[src/rtl/pipe_hazard_ctrl.sv]
// Hazard/sequencing controller for the IF/ID and ID/EX front end: load-use stall,
// multi-cycle EX hold, taken-branch flush. Optional perf counters under HAZARD_PERF_EN.
module pipe_hazard_ctrl #(
    parameter int unsigned MC_LAT = 4,
    parameter int unsigned CNT_W  = 4
) (
    input  logic        clk,
    input  logic        rst_n,
    input  logic [4:0]  id_rs,
    input  logic [4:0]  id_rt,
    input  logic        id_uses_rt,
    input  logic        id_mc,
    input  logic        ex_memread,
    input  logic [4:0]  ex_rt,
    input  logic        br_taken,
    output logic        pc_stall,
    output logic        ifid_stall,
    output logic        ifid_flush,
    output logic        idex_bubble,
    output logic        mc_busy,
    output logic [31:0] perf_stall,
    output logic [31:0] perf_flush
);

    typedef enum logic {RUN, MC_WAIT} state_t;

    state_t           state;
    logic [CNT_W-1:0] cnt;
    logic             lu;

    assign lu = ex_memread && (ex_rt != 5'd0) &&
                ((ex_rt == id_rs) || (id_uses_rt && (ex_rt == id_rt)));

    always_ff @(posedge clk or negedge rst_n) begin
        if (!rst_n) begin
            state <= RUN;
            cnt   <= '0;
        end else begin
            case (state)
                RUN: begin
                    if (!br_taken && !lu && id_mc) begin
                        state <= MC_WAIT;
                        cnt   <= CNT_W'(MC_LAT - 2);
                    end
                end
                MC_WAIT: begin
                    if (cnt == '0) state <= RUN;
                    else           cnt   <= cnt - 1'b1;
                end
                default: state <= RUN;
            endcase
        end
    end

    // Controls are gated by rst_n so they read 0 during reset whatever the inputs.
    always_comb begin
        pc_stall    = 1'b0;
        ifid_stall  = 1'b0;
        ifid_flush  = 1'b0;
        idex_bubble = 1'b0;
        mc_busy     = 1'b0;
        if (rst_n) begin
            case (state)
                RUN: begin
                    if (br_taken) begin
                        ifid_flush = 1'b1;
                    end else if (lu) begin
                        pc_stall    = 1'b1;
                        ifid_stall  = 1'b1;
                        idex_bubble = 1'b1;
                    end
                end
                MC_WAIT: begin
                    pc_stall    = 1'b1;
                    ifid_stall  = 1'b1;
                    idex_bubble = 1'b1;
                    mc_busy     = 1'b1;
                end
                default: ;
            endcase
        end
    end

`ifdef HAZARD_PERF_EN
    always_ff @(posedge clk or negedge rst_n) begin
        if (!rst_n) begin
            perf_stall <= '0;
            perf_flush <= '0;
        end else begin
            if (pc_stall && (perf_stall != '1))   perf_stall <= perf_stall + 32'd1;
            if (ifid_flush && (perf_flush != '1)) perf_flush <= perf_flush + 32'd1;
        end
    end
`else
    assign perf_stall = '0;
    assign perf_flush = '0;
`endif

endmodule

[config.mk]
export PLATFORM = sky130hd
export DESIGN_NAME = pipe_hazard_ctrl
export DESIGN_NICKNAME = d
export VERILOG_FILES = /design/src/rtl/pipe_hazard_ctrl.sv
export SDC_FILE = /design/constraint.sdc
export NUM_CORES = 1
export LEC_CHECK = 0
export CELL_PAD_IN_SITES_DETAIL_PLACEMENT = 2
export CELL_PAD_IN_SITES_GLOBAL_PLACEMENT = 2
export CORE_MARGIN = 5
export CORE_UTILIZATION = 16
export CTS_CLUSTER_DIAMETER = 120
export DETAILED_ROUTE_END_ITERATION = 7
export PLACE_DENSITY = 0.95
export SYNTH_ARGS = -nofsm -noshare
export SYNTH_HDL_FRONTEND = slang
export SYNTH_SLANG_ARGS = --single-unit
[constraint.sdc]
create_clock -name clk -period 4.09 [get_ports clk]
set_clock_uncertainty 0.1 [all_clocks]
set_input_delay 0.818 -clock clk [delete_from_list [all_inputs] [get_ports clk]]
set_output_delay 0.818 -clock clk [all_outputs]
set_load 0.01 [all_outputs]
After elaboration in Yosys (flattened, before gate mapping) --
Cells that the tools add are included.
Word-level totals: flip-flop bits (word level) 5, input bits 21, output and inout port bits 69, word-level logic and storage cells 34
Operators by class: add/subtract/negate cells 1, eq/ne operators 4, mux-type cells 15, bitwise gates (word level) 1, reduce and logical (&&, ||, !) cells 11
Operator list (count):
- $eq A5 B5 Y1 | 2
- $mux W1 | 10
- $mux W4 | 2
- $pmux W4 S2 | 1
- $logic_and A1 B1 Y1 | 5
- $reduce_bool A5 Y1 | 1
- $logic_not A4 Y1 | 1
- $ne A2 B2 Y1 const B | 2
- $pmux W1 S2 | 2
- $sub A4 B1 Y4 const B | 1
- $logic_not A1 Y1 | 2
- $reduce_and A2 Y1 | 1
- $logic_or A1 B1 Y1 | 1
- $not A1 Y1 | 1

Longest topological paths before layout --
word-level depth 9, gate-level depth with buffers 6

Worst setup path after synthesis --
OpenSTA, ideal clock, no wires.
kind input -> output, start in ex_rt[1], end out ifid_stall, arrival 1989 ps, data required time 3172 ps, path slack 1183 ps, stages on the path 4, buffers on the path 1, path through or4_4 -> o21a_4 -> a41o_1 -> buf_4
Between the ends: cells in the longest elaborated chain, start to end 8, elaborated cells between the ends (all ways) 11, those cells by class eq/ne (2); mux (4); reduce/logical (5)
RTL lines:
- from (decl) | RTL line 14 | input logic [4:0] ex_rt,
- $eq A5 B5 Y1 | RTL line 32 | ((ex_rt == id_rs) || (id_uses_rt && (ex_rt == id_rt)));
- $logic_and A1 B1 Y1 | RTL line 32
- $logic_or A1 B1 Y1 | RTL line 32
- $logic_and A1 B1 Y1 (*) | RTL line 31 | assign lu = ex_memread && (ex_rt != 5'd0) &&
- $mux W1 (*) (2 in series)
- $pmux W1 S2 (*)
- $mux W1 (*)
- to (decl) | RTL line 17 | output logic ifid_stall,
Every way passes the cells marked *; elsewhere a longest branch is shown, timed or not.

Worst setup path in the final report --
start in ex_rt[1], end out ifid_stall
Between the ends: cells in the longest elaborated chain, start to end 8, elaborated cells between the ends (all ways) 11, those cells by class eq/ne (2); mux (4); reduce/logical (5)
RTL lines:
- $eq A5 B5 Y1 | RTL line 32
- $logic_and A1 B1 Y1 | RTL line 32
- $logic_or A1 B1 Y1 | RTL line 32
- $logic_and A1 B1 Y1 (*) | RTL line 31
- $mux W1 (*) | RTL line 67 | end else if (lu) begin
- $mux W1 (*) | RTL line 65 | if (br_taken) begin
- $pmux W1 S2 (*) | RTL line 63 | case (state)
- $mux W1 (*) | RTL line 62 | if (rst_n) begin
Marks and branches as above.

==> flow_summary_export.csv <==
group,metric,value,unit
outcome,status,"finished clean",
synthesis,synth_area_leader_cell,"buf_4",
clocking,cts_resized,0,
die,design.core.area,5991,um2
worst_setup_path,endpoint_kind,"output port",
worst_setup_path,startpoint,"ex_rt[1]",
power,pwr-share-comb,0.528,
worst_setup_path,crit_path_start_kind,"primary input",
cells_and_area,syn_to_final_growth,12.55,%
sta,finalWorstPathRequiredPeriod,3.767,ns
clocking,clk_path_buf_depth,2,
drt,antenna_left,0,
die,dieArea,7911,um2
synthesis,ys.flop_type,"dfrtp_1",
drt,wl,2.774,mm
synthesis,netlist_area,997.2,um2
drt,first_pass_iters,4,
worst_setup_path,reg2reg_from,"state$_DFF_PN0_",
grt,grt_pass1_vias,870,
placed_design,place_ws,0.3029,ns
die,die_y,88.95,um
drt,route.vias.total,765,
sta,relSlewSlack,0.5227,
clocking,htree_levels,1,
clocking,cts.clk_slew.worst_paths,0.04,ns
synthesis,synth.area.top_cells,"buf_4 50%, dfrtp_1 13%, xnor2_1 8.8%",
power,p_int,246.5,uW
power,irDropWorstVdd,0.1037,mV
placed_design,port_buffers,25,
synthesis,yosysWarnings,0,
worst_setup_path,cp.arrival,2.85,ns
synthesis,ys_ff_latch,5,
placed_design,place_hpwl,2.437,mm
grt,grt-ovfl-total,0,
grt,grt_use_total,0.06691,
sta,finalSetupViolations,0,
grt,grt_pass1_wl,4.022,mm
worst_setup_path,endpoint,"ifid_stall",
drt,drc,0,
cells_and_area,num-nets-final,174,
synthesis,ys_seq_area_frac,0.1255,
power,power.switching,203.3,uW
sta,maxSlewViolCount,0,
min_path,hp-class,"register to register",
clocking,postCtsHoldBufs,0,
sta,hold_ws,0.5798,ns
clocking,cts-root-buf,"clkbuf_8",
synthesis,synth_edf_count,0,
synthesis,synth_cell_types,31,
power,power.share.clock,0.214,
worst_setup_path,rrSetupSlack,2.17,ns
die,ios,90,
placed_design,place_inst,222,
synthesis,async_flop_share,1.000,
power,p_leak,0.5117,nW
drt,wire_per_inst,12.27,um
power,swShare,0.4520,
cells_and_area,final_cells,226,
worst_setup_path,reg2regPathDepth,4,
synthesis,synth_most_common_cell,"buf_4",
die,start_util,0.1665,
cells_and_area,n_antenna_cell,0,
worst_setup_path,rr_endpoint,"cnt[3]$_DFFE_PN0P_",
grt,antenna_found_initial,0,
synthesis,syn_inst,126,
clocking,post_cts_buffers,0,
sta,period_share,0.9211,
worst_setup_path,critical_path.max_fanout,4,
synthesis,synth.avg_cell_area,7.914,um2
die,die_width,88.95,um
worst_setup_path,cp.required,3.17,ns
drt,initialDrtViolationCount,25,
sta,tightest_slew,0.7144,ns
clocking,numCtsBuffers,3,
cells_and_area,drive_gt1_frac,0.03311,
drt,viasPerCell,3.385,
sta,timing.fmax,0.2655,GHz
grt,grt_max_degree,11,
cells_and_area,fin_util,0.1873,
clocking,clock-sinks,5,
sta,hold_viol_final,0,
synthesis,post-synth-top-area-fraction,0.4969,
synthesis,ys_top_cells_by_count,"66 x buf_4, 10 x xnor2_1, 5 x dfrtp_1, 5 x nand2_1, 4 x inv_1",
sta,rsz0062_at_grt,"false",
flow_run,drv_cap,0,
power,seqPwrFrac,0.258,
worst_setup_path,path_class,"primary input to output port",
placed_design,gp_congestion,0.8074,
clocking,clkLatencyLatePin,0.23,ns
clocking,cts_tree,"built",
die,rows,28,
sta,setup-tns-final,0,ns
power,p_per_area,400.7,nW/um2
sta,setup_slack,0.3229,ns
flip-flops by register name (all words and copies together), names as in the netlist:
| signal | count |
|---|---|
| state | 1 |
| cnt | 4 |
worst max-delay path, stage by stage:
cell and delay, ns:
clkdlybuf4s50_1 0.48, or4_4 0.58, o21a_4 0.23, a41o_1 0.26
clkdlybuf4s50_1 0.49
cell type report:
| cell class | instances | area (um2) |
|---|---|---|
| flip-flops and latches | 5 | 125.1 |
| multi-input cells | 113 | 593.1 |
| clock buffers | 4 | 45.04 |
| inverters | 4 | 15.01 |
| well taps | 75 | 93.84 |
| fillers | 722 | 4868 |
| repair buffers | 25 | 250.2 |
metal layers:
metal	vias to the layer above	share of wire	global-route usage
met3	7	0.067	0.02120
met1	374	0.33	0.06002
li1	339	-	-
met5	-	0	0
met2	45	0.58	0.1350
met4	0	0.019	0.02842
layout by cell type (no fill, tap or decap):
cell type,Yosys,routed
o31a_1,1,1
o21a_4,1,1
nand4_1,1,1
or4_4,1,1
clkbuf_1,0,1
o21ai_0,3,3
a211oi_1,1,1
nor2b_1,2,2
nor3b_1,2,2
o31ai_1,2,2
o311a_1,1,1
nor3_1,1,1
conb_1,1,64
and2_1,1,1
o311ai_0,1,1
nand2_1,5,5
xnor2_1,10,10
clkdlybuf4s50_1,0,25
ha_1,1,1
mux2i_1,2,2
nor4_1,1,1
inv_1,4,4
nand3_1,2,2
a31oi_1,1,1
nor2_1,3,3
o22a_1,1,1
a41o_1,1,1
o22ai_1,1,1
dfrtp_1,5,5
o41ai_1,1,1
a21oi_1,2,2
clkbuf_8,0,3
per-stage QoR:
stage          cell area (um2)  total power [mW]
2_1_floorplan             1234            0.3095
3_3_place_gp              1077            0.3272
3_5_place_dp              1077            0.3474
4_1_cts                   1122            0.4490
5_1_grt                   1122            0.4814
6_report                  1122            0.4498
worst min path at each step:
stage | start | to | slack [ns] | cells past startpoint
floorplan | rst_n | cnt[0]$_DFFE_PN0P_ | 0.42 | 0
global placement | cnt[3]$_DFFE_PN0P_ | cnt[3]$_DFFE_PN0P_ | 0.52 | 2
detailed placement | cnt[3]$_DFFE_PN0P_ | cnt[3]$_DFFE_PN0P_ | 0.58 | 2
CTS | cnt[3]$_DFFE_PN0P_ | cnt[3]$_DFFE_PN0P_ | 0.59 | 2
global route | cnt[0]$_DFFE_PN0P_ | cnt[0]$_DFFE_PN0P_ | 0.61 | 2
finish | cnt[0]$_DFFE_PN0P_ | cnt[0]$_DFFE_PN0P_ | 0.58 | 2
kinds of logic after synthesis:
group                      after synthesis  synth area share
buffers and inverters                   71            0.5169
and+or+nand+nor                         19            0.1029
AOI/OAI and AO/OA                       17            0.1305
xor gates and xnor gates                10           0.08783
DFF                                      5            0.1255
muxes                                    2           0.02008
adders and majority gates                1           0.01255
other                                    1          0.003761
power groups by stage:
stage	Combinational (mW)	Sequential, mW	Clock, mW
5_1_grt	0.260	0.121	0.100
4_1_cts	0.237	0.115	0.0969
2_1_floorplan	0.217	0.0924	0
6_report	0.238	0.116	0.0961
3_5_place_dp	0.233	0.115	0
3_3_place_gp	0.218	0.109	0
(Power assumes the default switching activity.)
